**config.mk**
```make
export PLATFORM = sky130hd
export DESIGN_NAME = idex_stage_register_flat
export DESIGN_NICKNAME = d
export VERILOG_FILES = /design/src/rtl/idex_stage_register_if.sv /design/src/rtl/idex_stage_register.sv /design/src/flat_wrapper.sv
export SDC_FILE = /design/constraint.sdc
export NUM_CORES = 1
export LEC_CHECK = 0
export CAP_MARGIN = 25
export CORE_ASPECT_RATIO = 0.75
export CORE_MARGIN = 4
export CORE_UTILIZATION = 42
export CTS_CLUSTER_DIAMETER = 200
export DETAILED_ROUTE_END_ITERATION = 8
export GPL_TIMING_DRIVEN = 0
export HOLD_SLACK_MARGIN = 0.05
export PLACE_DENSITY = 0.88
export RECOVER_POWER = 50
export SYNTH_ARGS = -nofsm -noshare
export SYNTH_HDL_FRONTEND = slang
export SYNTH_SLANG_ARGS = --single-unit
```
**constraint.sdc**
```tcl
create_clock -name clk -period 6.4 [get_ports clk]
set_input_delay 1.28 -clock clk [delete_from_list [all_inputs] [get_ports clk]]
set_output_delay 1.28 -clock clk [all_outputs]
set_load 0.005 [all_outputs]
```
**src/rtl/idex_stage_register_if.sv**
```systemverilog
// ID/EX stage bundle: decode-side inputs, pipeline control and the
// registered EX-side outputs of the ID/EX boundary register.
//   master : upstream driver (ID stage / hazard-control source)
//   slave  : the idex_stage_register itself
// Signals:
//   id_instr, id_ctrl, id_rs_data, id_rt_data, id_pc : ID-stage contents
//   flush, hold                                      : squash / freeze requests
//   ex_ctrl, ex_instr, ex_rs_data, ex_rt_data, ex_pc8,
//   ex_dest_addr, ex_valid                           : registered EX view
//   stall_out                                        : upstream stall (comb)
//   hazard_count                                     : saturating bubble count
interface idex_stage_register_if #(
    parameter int unsigned HAZ_CNT_W = 16
);
    logic [31:0]          id_instr;
    logic [23:0]          id_ctrl;
    logic [31:0]          id_rs_data;
    logic [31:0]          id_rt_data;
    logic [31:0]          id_pc;
    logic                 flush;
    logic                 hold;
    logic [23:0]          ex_ctrl;
    logic [31:0]          ex_instr;
    logic [31:0]          ex_rs_data;
    logic [31:0]          ex_rt_data;
    logic [31:0]          ex_pc8;
    logic [4:0]           ex_dest_addr;
    logic                 ex_valid;
    logic                 stall_out;
    logic [HAZ_CNT_W-1:0] hazard_count;

    modport master (
        output id_instr, id_ctrl, id_rs_data, id_rt_data, id_pc, flush, hold,
        input  ex_ctrl, ex_instr, ex_rs_data, ex_rt_data, ex_pc8,
               ex_dest_addr, ex_valid, stall_out, hazard_count
    );

    modport slave (
        input  id_instr, id_ctrl, id_rs_data, id_rt_data, id_pc, flush, hold,
        output ex_ctrl, ex_instr, ex_rs_data, ex_rt_data, ex_pc8,
               ex_dest_addr, ex_valid, stall_out, hazard_count
    );
endinterface

```
**src/rtl/idex_stage_register.sv**
```systemverilog
// ID/EX pipeline boundary register of the PPU pipeline.
// Captures the control bundle and decode operands, resolves the destination
// register, detects load-use hazards against EX and inserts a one-cycle
// bubble while stalling upstream. Flush squashes, hold freezes.
// Ports:
//   clk   : pipeline clock (rising edge)
//   reset : asynchronous active-high reset
//   bus   : idex_stage_register_if.slave (ID inputs, flush/hold, EX outputs,
//           stall_out, hazard_count)
module idex_stage_register #(
    parameter int unsigned HAZ_CNT_W = 16
) (
    input  logic                   clk,
    input  logic                   reset,
    idex_stage_register_if.slave   bus
);
    typedef enum logic {
        EMPTY = 1'b0,
        VALID = 1'b1
    } state_t;

    state_t               state_q;
    logic [23:0]          ctrl_q;
    logic [31:0]          instr_q;
    logic [31:0]          rs_data_q;
    logic [31:0]          rt_data_q;
    logic [31:0]          pc8_q;
    logic [4:0]           dest_q;
    logic [HAZ_CNT_W-1:0] haz_cnt_q;

    logic [4:0] dest_resolved;
    logic       ex_valid;
    logic       ex_load;
    logic       hazard;

    assign ex_valid = (state_q == VALID);

    always_comb begin
        dest_resolved = '0;
        unique case (bus.id_ctrl[19:18])
            2'b00: dest_resolved = '0;
            2'b01: dest_resolved = bus.id_instr[15:11];
            2'b10: dest_resolved = bus.id_instr[20:16];
            2'b11: dest_resolved = 5'd31;
        endcase
    end

    // Load_Instr alone is not enough: ADDIU also raises it, so MEM_Enable
    // must be set too for a real memory load.
    assign ex_load = ex_valid & ctrl_q[9] & ctrl_q[2];

    // rs/rt compare applied regardless of format (conservative).
    assign hazard = ex_load && (dest_q != 5'd0) && (bus.id_instr != 32'd0) &&
                    ((bus.id_instr[25:21] == dest_q) ||
                     (bus.id_instr[20:16] == dest_q));

    // Reset forces ex_valid low, so only hold needs explicit masking here.
    assign bus.stall_out = (hazard | bus.hold) & ~bus.flush & ~reset;

    always_ff @(posedge clk or posedge reset) begin
        if (reset) begin
            state_q   <= EMPTY;
            ctrl_q    <= '0;
            instr_q   <= '0;
            rs_data_q <= '0;
            rt_data_q <= '0;
            pc8_q     <= '0;
            dest_q    <= '0;
            haz_cnt_q <= '0;
        end else if (bus.flush || (!bus.hold && hazard)) begin
            state_q   <= EMPTY;
            ctrl_q    <= '0;
            instr_q   <= '0;
            rs_data_q <= '0;
            rt_data_q <= '0;
            pc8_q     <= '0;
            dest_q    <= '0;
            // Only hazard bubbles are counted, never flush bubbles.
            if (!bus.flush && (haz_cnt_q != '1)) begin
                haz_cnt_q <= haz_cnt_q + 1'b1;
            end
        end else if (!bus.hold) begin
            state_q   <= (bus.id_instr != 32'd0) ? VALID : EMPTY;
            ctrl_q    <= bus.id_ctrl;
            instr_q   <= bus.id_instr;
            rs_data_q <= bus.id_rs_data;
            rt_data_q <= bus.id_rt_data;
            pc8_q     <= bus.id_pc + 32'd8;
            dest_q    <= dest_resolved;
        end
    end

    assign bus.ex_ctrl      = ctrl_q;
    assign bus.ex_instr     = instr_q;
    assign bus.ex_rs_data   = rs_data_q;
    assign bus.ex_rt_data   = rt_data_q;
    assign bus.ex_pc8       = pc8_q;
    assign bus.ex_dest_addr = dest_q;
    assign bus.ex_valid     = ex_valid;
    assign bus.hazard_count = haz_cnt_q;
endmodule

```
**src/flat_wrapper.sv**
```systemverilog
// flat-port wrapper written by rule: the top's interface ports become plain ports
module idex_stage_register_flat 
#(
    parameter int unsigned HAZ_CNT_W = 16
)
  (clk, reset, bus_id_instr, bus_id_ctrl, bus_id_rs_data, bus_id_rt_data, bus_id_pc, bus_flush, bus_hold, bus_ex_ctrl, bus_ex_instr, bus_ex_rs_data, bus_ex_rt_data, bus_ex_pc8, bus_ex_dest_addr, bus_ex_valid, bus_stall_out, bus_hazard_count);
  idex_stage_register_if #(.HAZ_CNT_W(HAZ_CNT_W)) bus_i ();
  input  logic clk;
  input  logic reset;
  input wire logic [$bits(bus_i.id_instr)-1:0] bus_id_instr;
  input wire logic [$bits(bus_i.id_ctrl)-1:0] bus_id_ctrl;
  input wire logic [$bits(bus_i.id_rs_data)-1:0] bus_id_rs_data;
  input wire logic [$bits(bus_i.id_rt_data)-1:0] bus_id_rt_data;
  input wire logic [$bits(bus_i.id_pc)-1:0] bus_id_pc;
  input wire logic [$bits(bus_i.flush)-1:0] bus_flush;
  input wire logic [$bits(bus_i.hold)-1:0] bus_hold;
  output wire logic [$bits(bus_i.ex_ctrl)-1:0] bus_ex_ctrl;
  output wire logic [$bits(bus_i.ex_instr)-1:0] bus_ex_instr;
  output wire logic [$bits(bus_i.ex_rs_data)-1:0] bus_ex_rs_data;
  output wire logic [$bits(bus_i.ex_rt_data)-1:0] bus_ex_rt_data;
  output wire logic [$bits(bus_i.ex_pc8)-1:0] bus_ex_pc8;
  output wire logic [$bits(bus_i.ex_dest_addr)-1:0] bus_ex_dest_addr;
  output wire logic [$bits(bus_i.ex_valid)-1:0] bus_ex_valid;
  output wire logic [$bits(bus_i.stall_out)-1:0] bus_stall_out;
  output wire logic [$bits(bus_i.hazard_count)-1:0] bus_hazard_count;
  assign bus_i.id_instr = bus_id_instr;
  assign bus_i.id_ctrl = bus_id_ctrl;
  assign bus_i.id_rs_data = bus_id_rs_data;
  assign bus_i.id_rt_data = bus_id_rt_data;
  assign bus_i.id_pc = bus_id_pc;
  assign bus_i.flush = bus_flush;
  assign bus_i.hold = bus_hold;
  assign bus_ex_ctrl = bus_i.ex_ctrl;
  assign bus_ex_instr = bus_i.ex_instr;
  assign bus_ex_rs_data = bus_i.ex_rs_data;
  assign bus_ex_rt_data = bus_i.ex_rt_data;
  assign bus_ex_pc8 = bus_i.ex_pc8;
  assign bus_ex_dest_addr = bus_i.ex_dest_addr;
  assign bus_ex_valid = bus_i.ex_valid;
  assign bus_stall_out = bus_i.stall_out;
  assign bus_hazard_count = bus_i.hazard_count;
  idex_stage_register #(.HAZ_CNT_W(HAZ_CNT_W)) u_core (.clk(clk), .reset(reset), .bus(bus_i));
endmodule
```
Word level (Yosys, flattened, before mapping)
Index checks and enable logic that the tools add are counted.
{"block": "word_totals", "reg_bits": 174, "latch_bits": 0, "mem_bits_rw": 0, "mem_bits_ro": 0, "input_bits": 156, "out_inout_bits": 175, "wordCells": 53, "mem_count": 0}
{"block": "op_classes", "n_addsub": 2, "multipliers": 0, "div": 0, "n_lt_le_gt_ge": 0, "n_eq_ne": 7, "shifts": 0, "muxes": 16, "bitwise": 7, "reduce_logical": 13}
{"cell": "32-bit 2-to-1 mux", "n": 8}
{"cell": "24-bit 2-to-1 mux", "n": 2}
{"cell": "32-bit by 4-bit adder with 32-bit output (second input constant)", "n": 1}
{"cell": "32-bit nonzero test", "n": 1}
{"cell": "5-bit one-hot mux with 4 select lines", "n": 1}
{"cell": "16-bit by 1-bit adder with 16-bit output (second input constant)", "n": 1}
{"cell": "16-bit inequality test (second input constant)", "n": 1}
{"cell": "5-bit == test", "n": 2}
{"cell": "5-bit 2-to-1 mux", "n": 2}
{"cell": "1-bit logical AND", "n": 5}
{"cell": "5-bit nonzero test", "n": 1}
{"cell": "1-bit bitwise AND", "n": 4}
{"cell": "2-bit == test (second input constant)", "n": 2}
{"cell": "1-bit 2-to-1 mux", "n": 3}
{"cell": "2-bit by 1-bit == test with 1-bit output (second input constant)", "n": 1}
{"cell": "1-bit zero test", "n": 2}
{"cell": "2-bit zero test", "n": 1}
{"cell": "1-bit logical OR", "n": 2}
{"cell": "2-bit by 1-bit inequality test with 1-bit output (second input constant)", "n": 1}
{"cell": "1-bit inverter", "n": 2}
{"cell": "2-bit AND reduction", "n": 1}
{"cell": "1-bit OR", "n": 1}

Longest topological paths before layout
Gate-level depths: netlist of the first run.
{"block": "logic_depth", "word_depth": 8, "ltp_mapped": 9, "mapped_depth_nobuf": 7}

Worst setup path before layout of the first run
No wires, ideal clock.
{"block": "synth_timing", "path_kind": "input port to output port", "startpoint": "input bus_hold", "endpoint": "output bus_stall_out", "t_arrival_ps": 2369, "required_time_ps": 5120, "setup_slack_ps": 2751, "stages": 4, "n_path_buf": 2, "path_cell_list": "buf_1 -> buf_1 -> nor2_1 -> nor3_1"}
{"block": "synth_between", "elab_chain_len": 3}
{"item": "start: declaration", "line_no": "flat_wrapper.sv:16", "source": "input wire logic [$bits(bus_i.hold)-1:0] bus_hold;"}
{"item": "1-bit OR", "line_no": "idex_stage_register.sv:58", "source": "assign bus.stall_out = (hazard | bus.hold) & ~bus.flush & ~reset;"}
{"item": "1-bit bitwise AND (2 in series)", "line_no": "idex_stage_register.sv:58"}
{"item": "end: declaration", "line_no": "flat_wrapper.sv:24", "source": "output wire logic [$bits(bus_i.stall_out)-1:0] bus_stall_out;"}
No other way between the ends.

Worst setup path in the final report of the first run
Same ends and word-level chain as after synthesis.

==> qor.log, run 1 <==
INFO  detailed_routing final_antenna_net_count=0
INFO  cells_and_area antenna-diode-count=0
INFO  cells_and_area fraction_of_final_layout_cells_sized_beyond_drive_strength_1=10.3%
INFO  worst_setup_path timing.critical_path.arrival=3.88ns
INFO  worst_hold_path worstHoldPathCells=2
INFO  worst_setup_path delay_contributed_by_the_slowest_stage_of_the_critical_path=0.62ns
INFO  timing         post_route_minimum_period=5.16ns
INFO  worst_setup_path cp_cell_sequence=clkdlybuf4s50_1, buf_1, buf_1, nor2_1, nor3_1, clkdlybuf4s50_1
INFO  logic_synthesis synth.yosys.seq_area_share=58.2%
INFO  worst_setup_path rr_startpoint=u_core.bus.ex_dest_addr[3]
INFO  placement      dp_hpwl=18.7mm
INFO  clock_tree     worst_skew_pair.late_latency=0.43ns
INFO  logic_synthesis synth.largest_area_cell=sky130_fd_sc_hd__dfrtp_1
INFO  floorplanning  fp.dieH=124µm
INFO  worst_hold_path hold_path_end=u_core.bus.ex_pc8[6]
INFO  logic_synthesis synthesis.area=7490µm²
INFO  cells_and_area flow.area_growth_from_synthesis=56.1%
INFO  logic_synthesis synthCells=636
INFO  logic_synthesis dominantRegCellSynth=sky130_fd_sc_hd__dfrtp_1
INFO  cells_and_area seqCellArea=4350µm²
INFO  detailed_routing iteration_count_of_the_initial_detailed_routing_pass=5
INFO  worst_setup_path setup.worst_path.class=in2out
INFO  floorplanning  die_x=162µm
INFO  worst_setup_path timing.critical_path.buf_inv=4
INFO  placement      place_congestion=0.855
INFO  power          leakagePower=0.00535µW
INFO  detailed_routing route.detailed.drc=0
INFO  grt            number_of_global_route_vias_before_repair=6542
INFO  worst_setup_path regToRegSetupSlack=4.08ns
INFO  power          power-per-cell-area=222nW/µm²
INFO  clock_tree     clock_path_buffers=2
INFO  clock_tree     path_clk_slew=0.07ns
INFO  worst_setup_path r2r_cell_count=9
INFO  run_status     violations=capacitance limit, slew limit
INFO  run_status     run_status=complete, but fails checks
INFO  worst_setup_path critPathMaxFanout=10
INFO  logic_synthesis yosysUniqueCellTypes=36
INFO  clock_tree     max_h_tree_level=4
INFO  grt            antenna_found_initial=0
INFO  timing         final_min_period_over_clock_period=80.6%
INFO  placement      io_buffers=330
INFO  clock_tree     cts-hold-fix-buffers=0
INFO  timing         relSlewSlack=-131%
INFO  detailed_routing route.detailed.wl_per_inst=19.4µm
INFO  cells_and_area final_core_utilization=68.2%
INFO  floorplanning  num_rows=41
INFO  grt            grt_max_degree=93
INFO  grt            global_route.usage.total=23.7%
INFO  power          sum_of_internal_switching_and_leakage_power=2600µW
INFO  timing         final-setup-viol-count=0
INFO  floorplanning  initial_utilization=43.7%
INFO  clock_tree     tritoncts=yes
INFO  floorplanning  core_area=17100µm²
INFO  clock_tree     clkSinkCount=174
INFO  clock_tree     ctsResizeCount=0
INFO  worst_hold_path hold_path.class=reg2reg
INFO  timing         maxSlewViolCount=92
INFO  logic_synthesis avgSynthCellArea=11.8µm²
INFO  grt            gr-total-overflow=0
INFO  worst_setup_path worst_ep_required_time=5.12ns
INFO  logic_synthesis netlist_top_cells_area=sky130_fd_sc_hd__dfrtp_1 58%, sky130_fd_sc_hd__mux2i_1 8.3%, sky130_fd_sc_hd__a22o_2 6.6%, sky130_fd_sc_hd__xnor2_1 4.3%, sky130_fd_sc_hd__nor2_1 4.0%
INFO  logic_synthesis synth_enable_flop_cells=0
INFO  power          max_ir_drop_vdd=144µV
INFO  logic_synthesis share_of_synthesized_registers_carrying_an_async_set_or_reset=100%
INFO  worst_setup_path crit-reg2reg-capture=u_core.bus.ex_rt_data[11]
INFO  logic_synthesis synth_nets=794
INFO  logic_synthesis yosys_warnings=0
INFO  cells_and_area multi_input_comb_area=2920µm²
INFO  floorplanning  die_area=20000µm²
INFO  worst_hold_path hp-start=u_core.bus.ex_pc8[6]
INFO  timing         max_slew.worst_pin.slew=3.46ns
INFO  timing         final.setup_skew=0.0170ns
INFO  timing         number_of_hold_slack_violations_in_the_final_timing_report=0
INFO  worst_setup_path critPathCaptureType=primary output
INFO  logic_synthesis synthDominantCellAreaShare=58.2%
INFO  cells_and_area filler_cell_count=1326
INFO  worst_setup_path crit_family=buffers and inverters
INFO  job            max_cap_viols=1
INFO  detailed_routing dr_total_vias=6373
INFO  worst_setup_path timing.critical_path.from_type=input pin
INFO  detailed_routing dr.first_iter.drc_count=361
INFO  floorplanning  io-pin-count=331
INFO  detailed_routing route.detailed.vias_per_inst=5.16
INFO  timing         hold_ws=0.477ns
INFO  worst_setup_path critical-path-slowest-cell=sky130_fd_sc_hd__buf_1
INFO  grt            grt_first_pass_wirelength=36.6mm
INFO  clock_tree     cts_made_buffers=17
INFO  clock_tree     post_cts_buffers=0
INFO  timing         unrepaired_setup_endpoints_after_global_routing=no
INFO  cells_and_area final_nets=1144
INFO  timing         max_freq=0.194GHz
INFO  detailed_routing wl=23.9mm
INFO  logic_synthesis yosys_register_bits=174
INFO  clock_tree     ctsRootBufferMaster=sky130_fd_sc_hd__clkbuf_16
-- Yosys cell counts (3+ instances only) --
| cell type | count |
|---|---|
| sky130_fd_sc_hd__inv_1 | 5 |
| sky130_fd_sc_hd__buf_6 | 7 |
| sky130_fd_sc_hd__nor2_1 | 80 |
| sky130_fd_sc_hd__clkbuf_1 | 21 |
| sky130_fd_sc_hd__buf_2 | 6 |
| sky130_fd_sc_hd__and3_1 | 9 |
| sky130_fd_sc_hd__a22o_1 | 15 |
| sky130_fd_sc_hd__a22o_2 | 49 |
| sky130_fd_sc_hd__mux2i_1 | 62 |
| sky130_fd_sc_hd__nor3_1 | 3 |
| sky130_fd_sc_hd__nand4_1 | 16 |
| sky130_fd_sc_hd__dfrtp_1 | 174 |
| sky130_fd_sc_hd__and4_1 | 6 |
| sky130_fd_sc_hd__nand2_1 | 51 |
| sky130_fd_sc_hd__o21ai_0 | 26 |
| sky130_fd_sc_hd__xnor2_1 | 37 |
| sky130_fd_sc_hd__o31ai_1 | 5 |
| sky130_fd_sc_hd__xor2_1 | 15 |
| sky130_fd_sc_hd__nand3_1 | 14 |
| sky130_fd_sc_hd__a21oi_1 | 6 |
| sky130_fd_sc_hd__nor4_1 | 8 |
-- final cells by class --
| cell class | count | share of cell area [%] |
|---|---|---|
| buffer | 36 | 1.67 |
| sequential | 174 | 37.3 |
| clock buffer | 17 | 3.64 |
| timing repair buffer | 331 | 28.5 |
| multi-input combinational | 421 | 25.0 |
| clock inverter | 15 | 1.26 |
| tap | 236 | 2.53 |
| inverter | 5 | 0.161 |
-- report_power, final --
group / switching, µW / internal [µW] / leakage (µW)
combinational: 166 / 236 / 0.00275
sequential: 34.0 / 1160 / 0.00232
clock: 486 / 520 / 0.000278
total: 687 / 1910 / 0.00535
-- per-layer routing --
layer / GRT usage (%) / vias to the layer above / share of wire [%]
met1: 30.1 / 3144 / 42
met2: 40.3 / 243 / 49
met3: 7.01 / 26 / 7.8
li1: - / 2960 / -
met5: 0 / - / 0
met4: 6.44 / 0 / 1.5
-- registers in the layout (all words and copies together) (netlist names) --
name                     flops
u_core.bus.ex_rs_data       32
u_core.bus.ex_rt_data       32
u_core.bus.ex_ctrl          24
u_core.bus.hazard_count     16
u_core.bus.ex_pc8           32
u_core.bus.ex_dest_addr      5
u_core.bus.ex_valid          1
u_core.bus.ex_instr         32
-- cells by family (layout without fill, tap and decap cells) --
| family | count (synthesis) | count (layout) | synth area share (%) |
|---|---|---|---|
| AO/OA/AOI/OAI | 105 | 105 | 11.3 |
| XOR/XNOR | 52 | 52 | 6.08 |
| adder cells (fa/ha/maj) | 2 | 2 | 0.334 |
| buffers and inverters | 41 | 404 | 2.86 |
| flip-flops | 174 | 174 | 58.2 |
| multiplexers | 63 | 63 | 8.44 |
| AND/OR/NAND/NOR | 199 | 199 | 12.9 |
-- how the worst max path moves through the flow --
stage                     cells after the start                    end      from  slack, ns
after global routing                          2  u_core.bus.ex_pc8[13]     reset       1.07
after CTS                                     6          bus_stall_out  bus_hold       1.23
after global placement                        2  u_core.bus.ex_pc8[15]     reset      -1.92
final                                         6          bus_stall_out  bus_hold       1.24
after detailed placement                      6          bus_stall_out  bus_hold       1.23
after floorplan                               1  u_core.bus.ex_ctrl[0]     reset       0.40
-- layout by cell type (no fill, tap or decap), types with 3 or more instances in the layout --
cell and count:
sky130_fd_sc_hd__clkinv_4 3, sky130_fd_sc_hd__dfrtp_1 174, sky130_fd_sc_hd__a22o_2 49, sky130_fd_sc_hd__buf_2 6, sky130_fd_sc_hd__xor2_1 15, sky130_fd_sc_hd__dlygate4sd3_1 88
sky130_fd_sc_hd__nand4_1 16, sky130_fd_sc_hd__nor4_1 8, sky130_fd_sc_hd__xnor2_1 37, sky130_fd_sc_hd__inv_1 5, sky130_fd_sc_hd__nand2_1 51, sky130_fd_sc_hd__mux2i_1 62
sky130_fd_sc_hd__buf_6 7, sky130_fd_sc_hd__o21ai_0 26, sky130_fd_sc_hd__a22o_1 15, sky130_fd_sc_hd__nand3_1 14, sky130_fd_sc_hd__a21oi_1 6, sky130_fd_sc_hd__and4_1 6
sky130_fd_sc_hd__and3_1 9, sky130_fd_sc_hd__clkdlybuf4s50_1 242, sky130_fd_sc_hd__nor3_1 3, sky130_fd_sc_hd__o31ai_1 5, sky130_fd_sc_hd__clkbuf_16 17, sky130_fd_sc_hd__clkbuf_1 21
sky130_fd_sc_hd__nor2_1 80, sky130_fd_sc_hd__inv_8 6
-- worst register-to-register path, cell delays in order, from the launching register on --
cell and delay [ns]:
sky130_fd_sc_hd__dfrtp_1 0.46, sky130_fd_sc_hd__xnor2_1 0.20, sky130_fd_sc_hd__nand3_1 0.09, sky130_fd_sc_hd__o22ai_1 0.27, sky130_fd_sc_hd__nor2b_1 0.20, sky130_fd_sc_hd__buf_6 0.16, sky130_fd_sc_hd__a21o_1 0.12, sky130_fd_sc_hd__clkbuf_1 0.31
sky130_fd_sc_hd__buf_2 0.30, sky130_fd_sc_hd__nor2_1 0.09
-- per-stage QoR --
step	setup slack, ns	setup TNS, ns	instance area [µm²]	instances
floorplan	0.403	0	7490	636
global placement	-1.92	-332.64	11100	1202
detailed placement	1.23	0	11100	1203
CTS	1.23	0	11700	1235
global route	1.07	0	11700	1235
finish	1.24	0	11700	1235
(Power assumes the default switching activity.)
==> run 2: changes to the inputs <==
clock period = 5.34 ns   (was 6.4 ns; I/O delays follow)
==> qor.log, run 2 (same netlist as run 1, synthesis figures left out) <==
INFO  clock_tree     clock_path_buffers=2 [unchanged]
INFO  clock_tree     ctsResizeCount=0 [unchanged]
INFO  placement      place_congestion=0.876 [was 0.855]
INFO  clock_tree     ctsRootBufferMaster=sky130_fd_sc_hd__clkbuf_16 [unchanged]
INFO  detailed_routing route.detailed.drc=0 [unchanged]
INFO  worst_setup_path timing.critical_path.from_type=input pin [unchanged]
INFO  floorplanning  die_x=162µm [unchanged]
INFO  grt            global_route.usage.total=24.3% [was 23.7%]
INFO  detailed_routing dr.first_iter.drc_count=401 [was 361]
INFO  power          power-per-cell-area=268nW/µm² [was 222 nW/µm²]
INFO  clock_tree     cts_made_buffers=17 [unchanged]
INFO  cells_and_area fraction_of_final_layout_cells_sized_beyond_drive_strength_1=10.5% [was 10.3%]
INFO  timing         final-setup-viol-count=0 [unchanged]
INFO  floorplanning  fp.dieH=124µm [unchanged]
INFO  worst_setup_path critPathCaptureType=primary output [unchanged]
INFO  detailed_routing top_layer=met4 [unchanged]
INFO  power          power_switching=809µW [was 687 µW]
INFO  timing         fin_tns_setup=0ns [unchanged]
INFO  worst_setup_path rr_startpoint=u_core.bus.ex_dest_addr[3] [unchanged]
INFO  clock_tree     post_cts_buffers=0 [unchanged]
INFO  run_status     run_status=complete, but fails checks [unchanged]
INFO  cells_and_area multi_input_comb_area=2920µm² [unchanged]
INFO  timing         relSlewSlack=-49.2% [was -131%]
INFO  grt            gr-total-overflow=0 [unchanged]
INFO  worst_setup_path cp-startpoint=bus_hold [unchanged]
INFO  cells_and_area final_nets=1147 [was 1144]
INFO  placement      dp_hpwl=19.2mm [was 18.7 mm]
INFO  cells_and_area antenna-diode-count=0 [unchanged]
INFO  cells_and_area flow.area_growth_from_synthesis=56.2% [was 56.1%]
INFO  grt            grt_first_pass_wirelength=37.5mm [was 36.6 mm]
INFO  timing         unrepaired_setup_endpoints_after_global_routing=no [unchanged]
INFO  worst_setup_path endpoint=bus_stall_out [unchanged]
INFO  clock_tree     max_h_tree_level=4 [unchanged]
INFO  cells_and_area final_cell_area=11700µm² [about the same]
INFO  detailed_routing detailroute.wirelength.met3=2.07mm [was 1.86 mm]
INFO  grt            grt_max_degree=44 [was 93]
INFO  placement      dpl_worst_slack=0.543ns [was 1.23 ns]
INFO  worst_setup_path crit-reg2reg-capture=u_core.bus.ex_rs_data[1] [was u_core.bus.ex_rt_data[11]]
INFO  power          pwr-share-clk=39.1% [was 38.7%]
INFO  floorplanning  die_area=20000µm² [unchanged]
INFO  power          sum_of_internal_switching_and_leakage_power=3140µW [was 2600 µW]
INFO  cells_and_area layout.cells.most_common=sky130_fd_sc_hd__clkdlybuf4s50_1 [unchanged]
INFO  timing         number_of_hold_slack_violations_in_the_final_timing_report=0 [unchanged]
INFO  clock_tree     clkSinkCount=174 [unchanged]
INFO  power          seq_power_share=45.5% [was 45.8%]
INFO  timing         timing.final.ws_setup=0.578ns [was 1.24 ns]
INFO  clock_tree     cts-hold-fix-buffers=0 [unchanged]
INFO  run_status     violations=capacitance limit, slew limit [unchanged]
INFO  placement      detailed_place.area=11200µm² [was 11100 µm²]
INFO  clock_tree     worst_skew_pair.late_latency=0.43ns [about the same]
INFO  power          intPower=2330µW [was 1910 µW]
INFO  floorplanning  core_area=17100µm² [unchanged]
INFO  timing         maxSlewViolCount=70 [was 92]
INFO  cells_and_area filler_cell_count=1302 [was 1326]
INFO  detailed_routing dr_total_vias=6391 [was 6373]
INFO  worst_setup_path r2r_cell_count=9 [unchanged]
INFO  power          share_comb_of_total_power=15.4% [was 15.5%]
INFO  timing         max_freq=0.210GHz
INFO  detailed_routing final_antenna_net_count=0 [unchanged]
INFO  worst_setup_path worst_ep_required_time=4.27ns [was 5.12 ns]
INFO  floorplanning  initial_utilization=43.7% [unchanged]
INFO  detailed_routing wl=24.6mm [was 23.9 mm]
INFO  detailed_routing route.detailed.wl_per_inst=19.9µm [was 19.4 µm]
INFO  cells_and_area layout.cells.most_common_list=242 x sky130_fd_sc_hd__clkdlybuf4s50_1, 174 x sky130_fd_sc_hd__dfrtp_1, 88 x sky130_fd_sc_hd__dlygate4sd3_1 [unchanged]
INFO  power          power.switching_fraction=25.8% [was 26.4%]
INFO  power          leakagePower=0.00534µW [was 0.00535 µW]
INFO  worst_setup_path setup.worst_path.class=in2out [unchanged]
INFO  floorplanning  num_rows=41 [unchanged]
INFO  power          max_ir_drop_vdd=187µV [was 144 µV]
INFO  worst_setup_path timing.critical_path.arrival=3.69ns [was 3.88 ns]
INFO  clock_tree     path_clk_slew=0.07ns [about the same]
INFO  detailed_routing iteration_count_of_the_initial_detailed_routing_pass=5 [unchanged]
INFO  floorplanning  io-pin-count=331 [unchanged]
INFO  placement      io_buffers=330 [unchanged]
INFO  worst_hold_path hold_path.class=reg2reg [unchanged]
INFO  timing         final.setup_skew=0.0101ns [was 0.0170 ns]
INFO  worst_setup_path critPathMaxFanout=10 [unchanged]
INFO  detailed_routing route.detailed.vias_per_inst=5.16 [about the same]
INFO  timing         max_slew.worst_pin.slew=2.24ns [was 3.46 ns]
INFO  clock_tree     tritoncts=yes [unchanged]
INFO  cells_and_area seqCellArea=4350µm² [unchanged]
INFO  timing         final_min_period_over_clock_period=89.2%
INFO  detailed_routing routed-wl-met2=12.0mm [was 11.7 mm]
INFO  grt            number_of_global_route_vias_before_repair=6652 [was 6542]
INFO  job            max_cap_viols=2 [was 1]
INFO  grt            antenna_found_initial=0 [unchanged]
INFO  detailed_routing wl_met1=10.1mm [was 10.0 mm]
INFO  worst_setup_path regToRegSetupSlack=2.95ns [was 4.08 ns]
INFO  timing         post_route_minimum_period=4.76ns
-- run 2: critical path, stage by stage --
cell and delay (ns):
sky130_fd_sc_hd__clkdlybuf4s50_1 0.49, sky130_fd_sc_hd__buf_1 0.53, sky130_fd_sc_hd__buf_1 0.58, sky130_fd_sc_hd__nor2_1 0.14, sky130_fd_sc_hd__nor3_1 0.31, sky130_fd_sc_hd__clkdlybuf4s50_1 0.58
-- run 2: worst min path at each step --
stage                               start               endpoint  slack [ns]  cells past startpoint
finish              u_core.bus.ex_pc8[11]  u_core.bus.ex_pc8[11]        0.48                      2
global placement     u_core.bus.ex_pc8[5]   u_core.bus.ex_pc8[5]        0.46                      2
CTS                 u_core.bus.ex_pc8[11]  u_core.bus.ex_pc8[11]        0.48                      2
detailed placement  u_core.bus.ex_pc8[11]  u_core.bus.ex_pc8[11]        0.47                      2
floorplan           u_core.bus.ex_pc8[10]  u_core.bus.ex_pc8[10]        0.47                      2
global route        u_core.bus.ex_pc8[30]  u_core.bus.ex_pc8[30]        0.51                      2
-- run 2: layer usage --
metal | vias up | GRT usage [%]
met3 | 25 | 8.10
li1 | 2954 | -
met4 | 0 | 6.60
met2 | 275 | 41.0
met5 | - | 0
met1 | 3137 | 30.3
-- run 2: layout make-up --
cell class	count	area share, %
Buffer	36	1.67
Tap cell	236	2.52
Timing Repair Buffer	334	28.5
Inverter	5	0.171
Clock inverter	15	1.31
Multi-Input combinational cell	421	24.9
Sequential cell	174	37.2
Clock buffer	17	3.64
-- run 2: power groups by stage --
stage          combinational [µW]  clock, µW  sequential (µW)
4_1_cts                       509       1250             1430
2_1_floorplan                 163          0             1450
6_report                      484       1230             1430
3_5_place_dp                  506          0             1450
5_1_grt                       522       1310             1440
3_3_place_gp                  489          0             1450
-- run 2: through the flow --
stage / instances / util (%) / hold slack (ns)
after global routing: 1238 / 68.3 / 0.509
after detailed placement: 1206 / 65.2 / 0.469
final: 1238 / 68.3 / 0.482
after floorplan: 636 / - / 0.473
after CTS: 1238 / 68.6 / 0.485
after global placement: 1202 / 64.7 / 0.459
==> run 3: changes to the inputs <==
CTS_BUF_LIST = sky130_fd_sc_hd__clkbuf_8 sky130_fd_sc_hd__clkbuf_16   (was unset)
SLEW_MARGIN = 0   (was unset)
==> results of run 3 <==
Final layout, timing and power as in run 2 (identical DEF).
